[src/rtl/id_ex_pipe_stage.sv]
// ID/EX pipeline register with valid/ready handshake, a one-deep skid entry,
// synchronous flush, load-use hazard detection and a saturating stall counter.
module id_ex_pipe_stage #(
    parameter int DW    = 32,
    parameter int RW    = 5,
    parameter int CW    = 16,
    parameter int CNT_W = 16
) (
    input  logic             clk,
    input  logic             rst,
    input  logic             in_valid,
    output logic             in_ready,
    input  logic [DW-1:0]    dr1,
    input  logic [DW-1:0]    dr2,
    input  logic [DW-1:0]    sign,
    input  logic [DW-1:0]    cuatro,
    input  logic [RW-1:0]    AW,
    input  logic [RW-1:0]    Inm,
    input  logic [RW-1:0]    rs,
    input  logic [RW-1:0]    rt,
    input  logic [CW-1:0]    ctrl,
    input  logic             flush,
    output logic             out_valid,
    input  logic             out_ready,
    output logic [DW-1:0]    dr1_out,
    output logic [DW-1:0]    dr2_out,
    output logic [DW-1:0]    sign_out,
    output logic [DW-1:0]    cuatro_out,
    output logic [RW-1:0]    AW_out,
    output logic [RW-1:0]    Inm_out,
    output logic [CW-1:0]    ctrl_out,
    output logic             load_use,
    output logic [CNT_W-1:0] stall_cnt
);

    // Packed instruction layout (MSB..LSB): ctrl, Inm, AW, cuatro, sign, dr2, dr1
    localparam int PW = 4*DW + 2*RW + CW;

    logic [PW-1:0]    in_pkt;
    logic [PW-1:0]    main_q, main_d;
    logic [PW-1:0]    skid_q, skid_d;
    logic             out_valid_q, out_valid_d;
    logic             skid_valid_q, skid_valid_d;
    logic [CNT_W-1:0] stall_q, stall_d;
    logic             in_xfer;
    logic             main_free;

    assign in_pkt = {ctrl, Inm, AW, cuatro, sign, dr2, dr1};

    assign dr1_out    = main_q[DW-1:0];
    assign dr2_out    = main_q[2*DW-1:DW];
    assign sign_out   = main_q[3*DW-1:2*DW];
    assign cuatro_out = main_q[4*DW-1:3*DW];
    assign AW_out     = main_q[4*DW+RW-1:4*DW];
    assign Inm_out    = main_q[4*DW+2*RW-1:4*DW+RW];
    assign ctrl_out   = main_q[PW-1:PW-CW];
    assign out_valid  = out_valid_q;
    assign stall_cnt  = stall_q;

    // A load in the execute entry whose destination feeds the incoming instruction.
    assign load_use = in_valid & out_valid_q & ctrl_out[4] & (AW_out != '0)
                    & ((AW_out == rs) | (AW_out == rt));

    assign in_ready  = ~skid_valid_q & ~load_use & ~flush;
    assign in_xfer   = in_valid & in_ready;
    assign main_free = ~out_valid_q | out_ready;

    always_comb begin
        main_d       = main_q;
        skid_d       = skid_q;
        out_valid_d  = out_valid_q;
        skid_valid_d = skid_valid_q;
        stall_d      = stall_q;

        if (flush) begin
            out_valid_d         = 1'b0;
            skid_valid_d        = 1'b0;
            main_d[PW-1 -: CW]  = '0;
        end else begin
            if (out_valid_q && !out_ready && stall_q != '1)
                stall_d = stall_q + CNT_W'(1);

            if (main_free) begin
                if (skid_valid_q) begin
                    main_d       = skid_q;
                    out_valid_d  = 1'b1;
                    skid_valid_d = 1'b0;
                end else if (in_xfer) begin
                    main_d      = in_pkt;
                    out_valid_d = 1'b1;
                end else begin
                    // Empty entry carries zero control so regwrite/ew never linger.
                    out_valid_d        = 1'b0;
                    main_d[PW-1 -: CW] = '0;
                end
            end else if (in_xfer) begin
                skid_d       = in_pkt;
                skid_valid_d = 1'b1;
            end
        end
    end

    always_ff @(posedge clk or posedge rst) begin
        if (rst) begin
            main_q       <= '0;
            skid_q       <= '0;
            out_valid_q  <= 1'b0;
            skid_valid_q <= 1'b0;
            stall_q      <= '0;
        end else begin
            main_q       <= main_d;
            skid_q       <= skid_d;
            out_valid_q  <= out_valid_d;
            skid_valid_q <= skid_valid_d;
            stall_q      <= stall_d;
        end
    end

endmodule

[config.mk]
export PLATFORM = sky130hd
export DESIGN_NAME = id_ex_pipe_stage
export DESIGN_NICKNAME = d
export VERILOG_FILES = /design/src/rtl/id_ex_pipe_stage.sv
export SDC_FILE = /design/constraint.sdc
export NUM_CORES = 1
export LEC_CHECK = 0
export ABC_AREA = 0
export CAP_MARGIN = 5
export CORE_MARGIN = 2
export CORE_UTILIZATION = 54
export CTS_CLUSTER_DIAMETER = 200
export DETAILED_ROUTE_END_ITERATION = 10
export PLACE_DENSITY = 0.86
export SLEW_MARGIN = 20
export SYNTH_ARGS = -nofsm -noshare
export SYNTH_HDL_FRONTEND = slang
export SYNTH_SLANG_ARGS = --single-unit
[constraint.sdc]
create_clock -name clk -period 19.7 [get_ports clk]
set_input_delay 3.94 -clock clk [delete_from_list [all_inputs] [get_ports clk]]
set_output_delay 3.94 -clock clk [all_outputs]
set_load 0.05 [all_outputs]
Yosys cells after proc, flatten, opt, wreduce, memory -nomap -nowiden
Index checks and enable logic that the tools add are counted.

Add/subtract/negate cells: 1. Reduce and logical (&&, ||, !) cells: 10. Muxes and demuxes: 12. Bitwise gates (word level): 14. Eq/ne operators: 3.

Operators by type and width (count): 154-bit two-way mux (2); 138-bit two-way mux (1); 16-bit two-way mux (2); 16-bit by 1-bit adder with 16-bit output, second input constant (1); 16-bit inequality test, second input constant (1); 5-bit == test (2); 1-bit AND (7); 1-bit two-way mux (7); 3-bit AND reduction (2); 1-bit inverter (5); 5-bit nonzero test (1); 2-bit nonzero test (2); 3-bit nonzero test (1); 1-bit logical AND (2); 1-bit OR (2); 2-bit AND reduction (1); 1-bit logical NOT (1).

Input port bits: 169. Logic and storage cells: 46. Output and inout bits: 173. Bits in registers: 326.

Depth between registers and ports, before layout
Depth after elaboration: 12. Mapped depth: 8. Depth with buffers taken out: 6.

Worst setup path before layout
Ideal clock, no wire load.

Path kind: input-to-output. Start: input port rs[0]. End: output port in_ready. Arrival: 5.743 ns. Required time: 15.760 ns. Stages on the path: 5. Setup slack: 10.017 ns. Path buffers: 0. Cell sequence: xnor2_1 nand3_1 o22ai_1 and3_1 nor3_1.

Longest elaborated chain between the ends: 6.

RTL lines: start, declared (line 19) `input logic [RW-1:0] rs,`; 5-bit == test (line 62) `& ((AW_out == rs) | (AW_out == rt));`; 1-bit OR (line 62); 1-bit AND (line 62); named net load_use (line 32) `output logic load_use,`; 1-bit inverter (line 64) `assign in_ready = ~skid_valid_q & ~load_use & ~flush;`; 1-bit AND (2 in series) (line 64); end, declared (line 12) `output logic in_ready,`.

The timed path passes the listed nets, and every way through them passes these cells.

Worst setup path in the final report
Start: input port rs[4]. End: output port load_use.

Longest elaborated chain between the ends: 3.

RTL lines (line): 5-bit == test (62); 1-bit OR (62); 1-bit AND (62); end, declared (32).

No other way between the ends.

==> metrics.txt <==
worst reg-to-reg setup slack=16270 ps; met2 usage=37.5%; CP endpoint=load_use; Clock Root Buffer=clkbuf_16; Num CTS Buffers=36; ys async rst share=100%; initial drt markers=455; GPL Wtd Cong=0.779; final wirelength=32100 um; row cnt=59; Worst R2R Start=main_q[129]; Max VDD drop=93.0 uV; Hold Startpoint=skid_q[98]; area grow syn2layout=33.6%; R2R depth=6; clk sinks=326; Max Buffers Root-to-Sink=3; outcome=finished clean; Ys Warns=0; Yosys reg bits=326; Top Ports=342; die footprint=27700 sq um; Post-DRT Antenna Nets=0; maxcap violations=0; CTS tree=yes; critical path startpoint=rs[4]; DRT Pass-1 Iters=4; # hold bufs at CTS=0; Mean Syn Cell Area=15.3 sq um; final period utilization=52.3%; commonest non-fill, non-tap cells in the layout=341 x clkdlybuf4s50_1, 331 x mux2_2, 325 x dfrtp_1, 115 x mux2_1, 37 x clkbuf_16; share of layout cells above drive strength 1=31.3%; Cell Pwr Density=115 nW/um^2; Crit Path Class=in -> out; DR DRC count=0; Die Ht=166 um; prevailing post-synth register cell=dfrtp_1; clk slew on worst S/H paths=60 ps; Distinct cells, synth=36; postcts setup bufs=0; Die Width=166 um; core area=26000 sq um; leading cell type in the layout, fill and taps excluded=clkdlybuf4s50_1; largest net degree at the start of global routing=112; first-pass GRT wire length=52100 um; Initial Util=54.8%; final core occ=73.2%; syn_nets=1098; Worst-Skew Late Latency=500 ps; Placed Instance Area=17800 sq um; f_max=97.1 MHz; Post-Synthesis Cells=928; Min-Delay Path Class=reg -> reg; Final min period=10290 ps; cell leakage power=7.97 nW; CP arrival=6350 ps; fin. max-slew vios=0; Total GRT Usage=23.3%; final hold vios=0; Final HPWL DP=21000 um; total negative slack=0 ps; capturing point of the worst reg2reg path=main_q[64]; cell area after layout=19000 sq um; routed len/inst=19.7 um; Setup crit start kind=input pin; final setup fails=0; M3 GR Usage=7.08%; vias in the first global route=9395; Most Crowded Layer GR=met2; RSZ-0062 raised after global routing=no; crit end category=output port; worst endpoint required time=15760 ps; Slew headroom=25.5%; Fin Clk Skew=14.3 ps; Overflow after GRT=0; routed vias=8832; vias per std cell=5.43; Mapped Area=14200 sq um; Post-synth EDFFs=0; met1 track demand over resource=30.5%; port bufs=341; H-tree Lvls=2; post-CTS sizing=0; Slew @ Worst Pin=1120 ps; post-synthesis sequential area ratio=57.3%; antenna violations before repair=2; crit path max fanout=4; nets=1435
worst min-delay path by stage:
stage             endpoint  slack [ps]  depth (start not counted)
2_1_floorplan    skid_q[0]         450                          1
3_3_place_gp     skid_q[1]         460                          1
3_5_place_dp   skid_q[115]         470                          1
4_1_cts        skid_q[125]         490                          1
5_1_grt         main_q[41]         490                          1
6_report        skid_q[98]         480                          1
worst max-delay path: stages:
cell	delay, ps
clkdlybuf4s50_1	490
xnor2_1	130
nand3_1	120
o22ai_1	480
and3_1	350
clkdlybuf4s50_1	840
metal layers:
metal / share of wire [%] / up-vias
met5: 0 / -
met4: 2.9 / 0
met3: 7.4 / 62
met2: 48 / 275
met1: 42 / 4479
li1: - / 4016
synth_stat cells, drive strengths merged (2+ instances only):
master    n  area share (%)
a22o     15            0.92
nand2    13            0.34
a21oi     3            0.13
clkbuf   20            0.53
nand3     6            0.21
o22ai     2           0.088
o31ai     2            0.11
xnor2    18             1.1
buf      33             2.0
inv       5            0.13
xor2      6            0.37
nor4      3            0.13
nand2b    3            0.13
and3      3            0.13
dfrtp   326              57
nor2      6            0.16
nand4     4            0.18
mux2    446              35
o21ai     2           0.070
state kept, by name (all words and copies together) (netlist names):
register / count
stall_cnt: 16
skid_valid_q: 1
out_valid: 1
skid_q: 154
main_q: 154
power by group:
part           internal [mW]  switching (mW)  total (mW)
Sequential             0.818          0.0791       0.897
Clock                  0.398           0.258       0.656
Combinational          0.265           0.365       0.630
Total                   1.48           0.702        2.18
per-stage QoR:
stage	worst slack (ps)	hold slack (ps)	instances	power (mW)
floorplan	6730	452	928	1.31
global placement	9470	461	1562	1.52
detailed placement	9450	471	1562	1.54
CTS	9450	486	1624	2.20
global route	9320	494	1626	2.27
finish	9410	480	1626	2.18
cells by family after synthesis:
kind of cell / synth area share (%)
multiplexers: 35.3
flip-flops: 57.3
buffers and inverters: 2.61
AND/OR/NAND/NOR: 1.54
AO/OA/AOI/OAI: 1.69
XOR/XNOR: 1.48
adder cells (fa/ha/maj): 0.0879
layout make-up:
cell class | count | area [sq um]
Inverter | 5 | 26.3
Multi-Input combinational cell | 544 | 5730
Sequential cell | 326 | 8160
Fill cell | 1653 | 6980
Clock buffer | 56 | 1110
Timing Repair Buffer | 352 | 3500
Antenna cell | 2 | 5.00
Tap cell | 335 | 419
Clock inverter | 6 | 58.8
No activity file was read; power rests on OpenSTA's default activity.
